--- src/rtl/dmem_pkg.sv ---
// dmem_pkg
// Shared types and helpers for the data-memory responder.
//   dmem_state_t : responder FSM states (IDLE, WAIT, RESP)
//   WORD_BYTES   : bytes per RAM word, one write strobe per byte
//   addr_ok()    : alignment and range check for a byte address
package dmem_pkg;

  typedef enum logic [1:0] {
    IDLE,
    WAIT,
    RESP
  } dmem_state_t;

  localparam int WORD_BYTES = 4;

  // True when the byte address is word aligned and its word index
  // falls inside a RAM of 'depth' words.
  function automatic logic addr_ok(input logic [31:0] addr, input int unsigned depth);
    logic        aligned;
    logic        inRange;
    logic [31:0] wordIdx;
    wordIdx = {2'b00, addr[31:2]};
    aligned = (addr[1:0] == 2'b00);
    inRange = (wordIdx < depth);
    return aligned && inRange;
  endfunction

endpackage

--- src/rtl/dmem_if.sv ---
// dmem_if
// Load/store port between the CPU datapath (master) and the data-memory
// responder (slave).
//   req   : request valid, held with the other request fields until ready
//   we    : 1 = write, 0 = read
//   addr  : byte address
//   be    : byte enables for writes, be[i] covers wdata[8i+7:8i]
//   wdata : write data
//   ready : one-cycle completion pulse
//   rdata : read data, meaningful while ready=1 on a good read
//   err   : misaligned or out-of-range access, meaningful while ready=1
interface dmem_if;

  logic        req;
  logic        we;
  logic [31:0] addr;
  logic [3:0]  be;
  logic [31:0] wdata;
  logic        ready;
  logic [31:0] rdata;
  logic        err;

  modport master (
    output req,
    output we,
    output addr,
    output be,
    output wdata,
    input  ready,
    input  rdata,
    input  err
  );

  modport slave (
    input  req,
    input  we,
    input  addr,
    input  be,
    input  wdata,
    output ready,
    output rdata,
    output err
  );

endinterface

--- src/rtl/dmem_array.sv ---
// dmem_array
// Single-port data RAM with byte-masked synchronous write and a registered
// read. Contents are not reset.
//   i_clk   : rising-edge clock
//   i_en    : access enable for this edge
//   i_we    : 1 = masked write, 0 = read into o_rdata
//   i_be    : byte enables for writes
//   i_idx   : word index
//   i_wdata : write data
//   o_rdata : read data, updated only by an enabled read
module dmem_array
  import dmem_pkg::*;
#(
  parameter int DEPTH_WORDS = 64
) (
  input  logic                           i_clk,
  input  logic                           i_en,
  input  logic                           i_we,
  input  logic [3:0]                     i_be,
  input  logic [$clog2(DEPTH_WORDS)-1:0] i_idx,
  input  logic [31:0]                    i_wdata,
  output logic [31:0]                    o_rdata
);

  logic [31:0] r_mem [DEPTH_WORDS];
  logic [31:0] r_rdata;

  // One access per enabled edge: a write touches only the strobed bytes,
  // a read captures the whole word. o_rdata keeps its value across writes
  // and idle cycles so the owner can hold a completed read.
  always_ff @(posedge i_clk) begin
    if (i_en) begin
      if (i_we) begin
        for (int b = 0; b < WORD_BYTES; b++) begin
          if (i_be[b]) begin
            r_mem[i_idx][8*b +: 8] <= i_wdata[8*b +: 8];
          end
        end
      end else begin
        r_rdata <= r_mem[i_idx];
      end
    end
  end

  assign o_rdata = r_rdata;

endmodule

--- src/rtl/dmem_responder.sv ---
// dmem_responder
// Slave end of the CPU load/store port. Accepts one request at a time,
// waits WAIT_CYCLES cycles, then performs a word read or a byte-masked
// write on the internal RAM and pulses ready for one cycle. Misaligned or
// out-of-range accesses complete with err=1, no RAM write and rdata=0.
//   i_clk   : rising-edge clock
//   i_rst_n : asynchronous active-low reset
//   io_bus  : dmem_if slave port (req/we/addr/be/wdata in, ready/rdata/err out)
// Parameters:
//   DEPTH_WORDS : RAM depth in 32-bit words, power of two, >= 2
//   WAIT_CYCLES : wait states between accept and response, 0..15
module dmem_responder
  import dmem_pkg::*;
#(
  parameter int DEPTH_WORDS = 64,
  parameter int WAIT_CYCLES = 2
) (
  input  logic  i_clk,
  input  logic  i_rst_n,
  dmem_if.slave io_bus
);

  localparam int IDX_W = $clog2(DEPTH_WORDS);

  dmem_state_t r_state;
  dmem_state_t w_nextState;

  logic [3:0]  r_count;

  logic        r_we;
  logic [3:0]  r_be;
  logic [31:0] r_addr;
  logic [31:0] r_wdata;

  logic        r_err;
  logic        r_rdSel;

  logic        w_accept;
  logic        w_ready;
  logic        w_enterResp;

  logic        w_curWe;
  logic [3:0]  w_curBe;
  logic [31:0] w_curAddr;
  logic [31:0] w_curWdata;

  logic        w_ok;
  logic        w_ramEn;
  logic [31:0] w_ramRdata;

  // State register. Reset aborts whatever is in flight by forcing IDLE.
  always_ff @(posedge i_clk or negedge i_rst_n) begin
    if (!i_rst_n) begin
      r_state <= IDLE;
    end else begin
      r_state <= w_nextState;
    end
  end

  // Next-state and ready decode. req is only looked at in IDLE, so a
  // request left high through RESP is not taken until the following cycle.
  always_comb begin
    w_nextState = r_state;
    w_accept    = 1'b0;
    w_ready     = 1'b0;
    case (r_state)
      IDLE: begin
        if (io_bus.req) begin
          w_accept    = 1'b1;
          w_nextState = (WAIT_CYCLES > 0) ? WAIT : RESP;
        end
      end
      WAIT: begin
        if (r_count == 4'd1) begin
          w_nextState = RESP;
        end
      end
      RESP: begin
        w_ready     = 1'b1;
        w_nextState = IDLE;
      end
      default: begin
        w_nextState = IDLE;
      end
    endcase
  end

  // Wait-state counter: loaded on accept, counts down through WAIT and
  // reaches zero on the edge into RESP.
  always_ff @(posedge i_clk or negedge i_rst_n) begin
    if (!i_rst_n) begin
      r_count <= 4'd0;
    end else if (w_accept) begin
      r_count <= 4'(WAIT_CYCLES);
    end else if (r_state == WAIT) begin
      r_count <= r_count - 4'd1;
    end
  end

  // Request latch: captured once at accept so later bus changes during the
  // wait states cannot affect the transaction.
  always_ff @(posedge i_clk or negedge i_rst_n) begin
    if (!i_rst_n) begin
      r_we    <= 1'b0;
      r_be    <= 4'd0;
      r_addr  <= 32'd0;
      r_wdata <= 32'd0;
    end else if (w_accept) begin
      r_we    <= io_bus.we;
      r_be    <= io_bus.be;
      r_addr  <= io_bus.addr;
      r_wdata <= io_bus.wdata;
    end
  end

  // With zero wait states the RAM access shares its edge with the accept,
  // before the latch holds the request, so IDLE forwards the bus fields that
  // are being latched on that same edge.
  always_comb begin
    w_curWe    = r_we;
    w_curBe    = r_be;
    w_curAddr  = r_addr;
    w_curWdata = r_wdata;
    if (r_state == IDLE) begin
      w_curWe    = io_bus.we;
      w_curBe    = io_bus.be;
      w_curAddr  = io_bus.addr;
      w_curWdata = io_bus.wdata;
    end
  end

  assign w_enterResp = (w_nextState == RESP) && (r_state != RESP);
  assign w_ok        = addr_ok(w_curAddr, DEPTH_WORDS);
  assign w_ramEn     = w_enterResp && w_ok;

  // Response flags, captured on the edge into RESP and held until the next
  // response. r_rdSel gates the RAM's read register onto rdata, so writes
  // and errors return zero while the RAM keeps its last read word.
  always_ff @(posedge i_clk or negedge i_rst_n) begin
    if (!i_rst_n) begin
      r_err   <= 1'b0;
      r_rdSel <= 1'b0;
    end else if (w_enterResp) begin
      r_err   <= !w_ok;
      r_rdSel <= w_ok && !w_curWe;
    end
  end

  dmem_array #(
    .DEPTH_WORDS(DEPTH_WORDS)
  ) u_array (
    .i_clk   (i_clk),
    .i_en    (w_ramEn),
    .i_we    (w_curWe),
    .i_be    (w_curBe),
    .i_idx   (w_curAddr[IDX_W+1:2]),
    .i_wdata (w_curWdata),
    .o_rdata (w_ramRdata)
  );

  assign io_bus.ready = w_ready;
  assign io_bus.err   = r_err;
  assign io_bus.rdata = r_rdSel ? w_ramRdata : 32'd0;

endmodule

--- src/flat_wrapper.sv ---
// flat-port wrapper written by rule: the top's interface ports become plain ports
module dmem_responder_flat import dmem_pkg::*;
#(
  parameter int DEPTH_WORDS = 64,
  parameter int WAIT_CYCLES = 2
)
  (i_clk, i_rst_n, io_bus_req, io_bus_we, io_bus_addr, io_bus_be, io_bus_wdata, io_bus_ready, io_bus_rdata, io_bus_err);
  dmem_if io_bus_i ();
  input  logic i_clk;
  input  logic i_rst_n;
  input wire logic [$bits(io_bus_i.req)-1:0] io_bus_req;
  input wire logic [$bits(io_bus_i.we)-1:0] io_bus_we;
  input wire logic [$bits(io_bus_i.addr)-1:0] io_bus_addr;
  input wire logic [$bits(io_bus_i.be)-1:0] io_bus_be;
  input wire logic [$bits(io_bus_i.wdata)-1:0] io_bus_wdata;
  output wire logic [$bits(io_bus_i.ready)-1:0] io_bus_ready;
  output wire logic [$bits(io_bus_i.rdata)-1:0] io_bus_rdata;
  output wire logic [$bits(io_bus_i.err)-1:0] io_bus_err;
  assign io_bus_i.req = io_bus_req;
  assign io_bus_i.we = io_bus_we;
  assign io_bus_i.addr = io_bus_addr;
  assign io_bus_i.be = io_bus_be;
  assign io_bus_i.wdata = io_bus_wdata;
  assign io_bus_ready = io_bus_i.ready;
  assign io_bus_rdata = io_bus_i.rdata;
  assign io_bus_err = io_bus_i.err;
  dmem_responder #(.DEPTH_WORDS(DEPTH_WORDS), .WAIT_CYCLES(WAIT_CYCLES)) u_core (.i_clk(i_clk), .i_rst_n(i_rst_n), .io_bus(io_bus_i));
endmodule
--- config.mk ---
export PLATFORM = sky130hd
export DESIGN_NAME = dmem_responder_flat
export DESIGN_NICKNAME = d
export VERILOG_FILES = /design/src/rtl/dmem_pkg.sv /design/src/rtl/dmem_if.sv /design/src/rtl/dmem_array.sv /design/src/rtl/dmem_responder.sv /design/src/flat_wrapper.sv
export SDC_FILE = /design/constraint.sdc
export NUM_CORES = 2
export LEC_CHECK = 0
export BUFFER_PORTS_ARGS = -buffer_cell sky130_fd_sc_hd__buf_2
export CAP_MARGIN = 20
export CORE_MARGIN = 8
export CORE_UTILIZATION = 40
export CTS_BUF_LIST = sky130_fd_sc_hd__clkbuf_8
export DETAILED_ROUTE_END_ITERATION = 7
export PLACE_DENSITY_LB_ADDON = 0.12
export SYNTH_ARGS = -nofsm -noshare
export SYNTH_HDL_FRONTEND = slang
export SYNTH_SLANG_ARGS = --single-unit
--- constraint.sdc ---
create_clock -name i_clk -period 7.5 [get_ports i_clk]
set_clock_uncertainty 0.1 [all_clocks]
set_input_delay 0.375 -clock i_clk [delete_from_list [all_inputs] [get_ports i_clk]]
set_output_delay 0.375 -clock i_clk [all_outputs]
set_load 0.02 [all_outputs]
# ---- Word-level counts from Yosys, hierarchy flattened
# Memory sizes are Yosys's and may differ from the RTL's. A register that Yosys moved wholly into a read port is not among the register bits.
# Index checks and enable logic that the tools add are counted.
dict set report word_totals {
  register_bits 77
  mem_bits_rw 2048
  inputBits 72
  output_inout_bits 34
  word_cells 56
  n_memories 1
}
# memory depth width rd rd_ports_with_merged_regs wr line_no
set mem_list {}
lappend mem_list {u_core.u_array.r_mem 64 32 1 1 1 dmem_array.sv:25} ;# logic [31:0] r_mem [DEPTH_WORDS];
dict set report op_classes {
  add_sub_neg 1
  magnitude_cmp 1
  n_eq_ne 5
  mux 29
  bitwise_logic 1
  n_reduce_logical 10
}
# cell n
set ops {}
lappend ops {{two-way mux 32 bit} 3}
lappend ops {{< comparator 30 x 7 -> 1 bit, second input constant} 1}
lappend ops {{two-way mux 1 bit} 20}
lappend ops {{two-way mux 4 bit} 3}
lappend ops {{== test 2 bit, second input constant} 2}
lappend ops {{== test 4 x 1 -> 1 bit, second input constant} 1}
lappend ops {{logical AND 1 bit} 4}
lappend ops {{zero test 2 bit} 2}
lappend ops {{two-way mux 2 bit} 2}
lappend ops {{one-hot mux 2 bit (2 select lines)} 1}
lappend ops {{subtractor 4 x 1 -> 4 bit, second input constant} 1}
lappend ops {{== test 2 x 1 -> 1 bit, second input constant} 1}
lappend ops {{zero test 1 bit} 2}
lappend ops {{!= test 2 bit, second input constant} 1}
lappend ops {{AND reduction 2 bit} 1}
lappend ops {{nonzero test 2 bit} 1}
lappend ops {{inverter 1 bit} 1}

# ---- Logic depth before layout (Yosys ltp)
dict set report depth {
  word_depth 8
  ltp_mapped 13
  ltp_nobuf 7
}

# ---- Hierarchy
# From an unflattened synthesis, not the netlist that was laid out.
dict set report unflattened {
  cells_unflattened 5101
  hier_area_um2 83515.1
}
# module instances cells_per_inst area_each_um2 seq_area_each_um2
set modules_own_cells {}
lappend modules_own_cells {dmem_array 1 4670 79657.6 62459.9}
lappend modules_own_cells {dmem_responder 1 431 3857.4 1926.8}

# ---- Worst setup path after synthesis
# OpenSTA, ideal clock, no wires.
dict set report synth_path {
  path_type {reg2reg}
  start {reg u_core.r_state[1]}
  end {mem u_core.u_array.r_mem[16][0] (enable)}
  setup_ns 0.383
  arrival_ns 2.730
  required_ns 7.017
  path_slack_ns 4.286
  stages_incl_launch_ff 10
  n_path_buf 5
  period_less_slack_ns 3.214
  cell_sequence {dfrtp_1 > buf_4 > or3_1 > buf_2 > nor2_1 > buf_2 > buf_2 > nor2_1 > clkbuf_1 > nor3_1}
}
dict set report synth_via {
  elab_chain_cells 7
  elab_cells_between_ends 19
  classes_between {1 x order compare; 3 x eq/ne; 10 x mux; 5 x reduce/logical}
}
# item line_no
set synth_rtl {}
lappend synth_rtl {{start, declared} dmem_responder.sv:25} ;# dmem_state_t r_state;
lappend synth_rtl {{start signal, assigned} dmem_responder.sv:56} ;# r_state <= w_nextState;
lappend synth_rtl {{zero test 2 bit, or another cell as far along} {dmem_responder.sv:66, dmem_responder.sv:124}}
lappend synth_rtl {{two-way mux 32 bit / one-hot mux 2 bit (2 select lines) (equally long branches)} {dmem_responder.sv:124, dmem_responder.sv:66}}
lappend synth_rtl {{< comparator 30 x 7 -> 1 bit, or another cell as far along} dmem_pkg.sv:24} ;# inRange = (wordIdx < depth);
lappend synth_rtl {{logical AND 1 bit (on tied branches)} {dmem_pkg.sv:25, dmem_responder.sv:132}}
lappend synth_rtl {{logical AND 1 bit} dmem_responder.sv:134} ;# assign w_ramEn = w_enterResp && w_ok;
lappend synth_rtl {{two-way mux 1 bit} dmem_array.sv:32} ;# if (i_en) begin
lappend synth_rtl {{two-way mux 1 bit (not written as such)} dmem_array.sv:36} ;# r_mem[i_idx][8*b +: 8] <= i_wdata[8*b +: 8];
lappend synth_rtl {{end, declared} dmem_array.sv:25}
# Several ways; a longest one is shown, not always the timed one.

# ---- Final worst setup path
dict set report layout_path {
  start {reg u_core.r_state[1]}
  end {mem u_core.u_array.r_mem[36][29] (enable)}
}
# The elaborated chain is that of the path after synthesis.

==> impl_metrics.ini <==
[clock_tree]
cts_tree = built
cts_setup_buffers = 0
cts_max_level = 5
clock_path_buffers = 4
clockRootBuffer = clkbuf_8
clkTransAtPathRegs_ns = 0.06
cts.sinks = 2157
clock_latency_ns = 1.07
cts_buffers = 378
cts_resized = 0
ctsHoldBuffers = 222

[timing]
tns_ns = 0
finalCriticalPeriod_ns = 4.969
whs_ns = 0.2931
max-slew-margin-rel_pct = 24.00
drv_slew = 0
setup_viol = 0
rsz0062_at_grt = false
finalHoldViolCount = 0
max_freq_mhz = 201.3
fin_crit_sh_pct = 66.25
tightest_slew_ns = 1.131

[yosys]
yosysWarnings = 0
syn_avg_cell_area_um2 = 14.99
ys_seq_area_share_pct = 77.57
syn_inst = 5538
synth_edf_count = 2080
synth_ff_type = edfxtp_1
synth_fp_nets = 5612
async_flop_share_pct = 3.570
ys_types = 56
ys_ff_latch = 2157
synth_area_mm2 = 0.08300

[outcome]
violations = DRC
status = complete, but fails checks

[grt]
grt_max_degree = 128
overflow = 0
grt_pass1_wl_um = 408500
antenna_found_initial = 29
grt_pass1_vias = 53750
grtUsageTotal_pct = 25.34

[cells_and_area]
drive_above_1_share_pct = 14.31
finalNetCount = 6181
n_fill_cell = 18130
area_delta_synth_final_pct = 16.42

[place]
routabilityCongestion = 0.8377
portBuffers = 105
hpwl_um = 167100

[run]
maxCapViolCount = 0

[critical_path]
r2r.worst_path.cells = 6
rr_startpoint = u_core.r_state[1]$_DFF_PN0_
cp-end-kind = flop
r2r_end = u_core.u_array.r_mem[36][29]$_DFFE_PP_
reg2reg_slack_ns = 2.53
arrival_ns = 5.55
start_kind = flop
path_max_fanout = 38
crit_type = reg -> reg
worstPathRequired_ns = 8.08

[routing]
num_vias = 54920
vias_per_cell = 6.035
drtPass1Iterations = 8
final_antenna_net_count = 0
wl_per_cell_um = 32.14
drt_iter0_drc = 7517
routed_wl_um = 292500
drc_errors = 10

[power]
p_per_area_mw_per_mm2 = 381.6
switching_share_pct = 36.92
clock_power_share_pct = 26.9
p_switching_mw = 13.61
power_leakage_nw = 32.10
internal_power_mw = 23.26
vdd_drop_max_mv = 0.4115
pwr-share-seq_pct = 42.6
power_frac_comb_pct = 30.5

[floorplanning]
die_y_um = 471.5
rows = 167
coreArea_mm2 = 0.2067
num_io_pins = 106
die_x_um = 471.5
initial_utilization_pct = 40.17
dieArea_mm2 = 0.2223

[min_path]
hold_path.class = in -> async
-- power by group through the flow --
stage	Sequential [mW]	Clock [mW]	Combinational, mW
5_1_grt	15.7	10.6	11.8
2_1_floorplan	15.9	0	5.23
3_5_place_dp	15.9	0	10.9
4_1_cts	15.7	10.1	11.3
6_report	15.7	9.92	11.3
3_3_place_gp	15.9	0	10.8
-- cell usage in the layout, fill, tap and decap left out, types with 8 or more instances in the layout --
cell type and instances:
edfxtp_1 2080, nand2_1 720, o21ai_0 514, a22oi_1 497
clkbuf_8 394, nand3_1 323, dlygate4sd3_1 221, nor3_1 200
buf_2 163, buf_4 128, inv_1 122, nor2_1 95
clkinv_1 95, a222oi_1 93, a221oi_1 81, dfrtp_1 76
a22o_1 62, nand4_1 52, clkbuf_4 48, a21oi_1 45
and2_1 34, clkinv_2 33, mux2_2 30, nor2_4 29
a31oi_1 18, a41oi_1 18, buf_12 18, or4_1 16
diode_2 13, clkbuf_2 12, and3_1 10, o2111ai_1 9
or4b_1 9, o21ai_1 9, o22ai_4 8, o21a_1 8
bufinv_16 8
-- sequential cells by signal (all words and copies together), names as in the netlist, 2 cells and up --
register                flops
u_core.r_be                 4
u_core.r_addr              32
u_core.u_array.r_mem     2048
u_core.u_array.o_rdata     32
u_core.r_wdata             32
u_core.r_count              4
u_core.r_state              2
-- per-stage QoR --
stage                     total power, mW  instance area [µm²]  util (%)  instances  worst slack, ns
after floorplan                     21.09                83000         -       5538            4.286
after global placement              26.77                86820     42.01       8074            2.665
after detailed placement            26.84                87050     42.12       8105            2.555
after CTS                           37.06                95960     46.44       8982            2.535
after global routing                38.13                96620     46.75       9092            2.334
final                               36.88                96640     46.76       9099            2.531
-- worst max-delay path: stages (launching register included) --
cell and delay [ns]:
dfrtp_1 0.54, nor2_4 0.78, mux2i_1 0.24, nor4_2 0.67
nand2_2 0.74, buf_4 0.57, nor3_1 0.90
-- how the worst max path moves through the flow --
stage                                start                                      to  slack [ns]  cells past startpoint
2_1_floorplan  u_core.r_state[1]$_DFF_PN0_   u_core.u_array.r_mem[16][0]$_DFFE_PP_        4.29                      9
6_report       u_core.r_state[1]$_DFF_PN0_  u_core.u_array.r_mem[36][29]$_DFFE_PP_        2.53                      6
3_5_place_dp   u_core.r_state[1]$_DFF_PN0_  u_core.u_array.r_mem[53][24]$_DFFE_PP_        2.56                      6
5_1_grt        u_core.r_state[1]$_DFF_PN0_  u_core.u_array.r_mem[33][29]$_DFFE_PP_        2.33                      6
4_1_cts        u_core.r_state[1]$_DFF_PN0_  u_core.u_array.r_mem[53][28]$_DFFE_PP_        2.53                      6
3_3_place_gp   u_core.r_state[1]$_DFF_PN0_  u_core.u_array.r_mem[53][24]$_DFFE_PP_        2.66                      6
-- synthesized netlist by cell type, types with 8 or more instances --
library cell  number  area (µm²)
a21oi_1           45       225.2
a221oi_1          81       709.4
a222oi_1          93       930.9
a22o_1            62       543.0
a22oi_1          497        3731
a31oi_1           18       112.6
a41oi_1           18       157.7
and2_1            36       225.2
and3_1            10       62.56
buf_1             40       150.1
buf_2             94       470.5
buf_4             11       82.58
clkbuf_1         257       964.7
dfrtp_1           77        1927
edfxtp_1        2080       62460
mux2_2            37       416.7
nand2_1          729        2736
nand3_1          323        1617
nand4_1           52       325.3
nor2_1           125       469.2
nor3_1           203        1016
nor4_1             8       50.05
o2111ai_1          9       78.83
o21a_1             8       60.06
o21ai_0          514        2572
o21ai_1            9       45.04
or4_1             16       120.1
or4b_1             9       90.09
-- final cells by class --
cell class,count,area (µm²),area share (%)
inverters,4,15.01,0.01554
clock buffers,394,5423,5.612
flip-flops and latches,2157,64390,66.63
diodes,13,32.53,0.03366
clock inverters,261,1261,1.305
repair buffers,591,4797,4.964
well taps,2704,3383,3.501
multi-input cells,2975,17340,17.94
-- logic make-up after synthesis --
logic type,share of synthesized area (%)
compound gates,11.39
buf+inv,2.027
xor+xnor,0.03166
mux,0.5623
fa+ha+maj,0.03014
flops,77.57
simple gates,8.383
-- routing by layer --
| layer | track usage, % | routed length, µm |
|---|---|---|
| met1 | 35.62 | 121500 |
| met2 | 39.62 | 134500 |
| met3 | 4.986 | 26100 |
| met4 | 8.684 | 10300 |
| met5 | 0 | 27 |
Power figures use the tool's default switching activity.
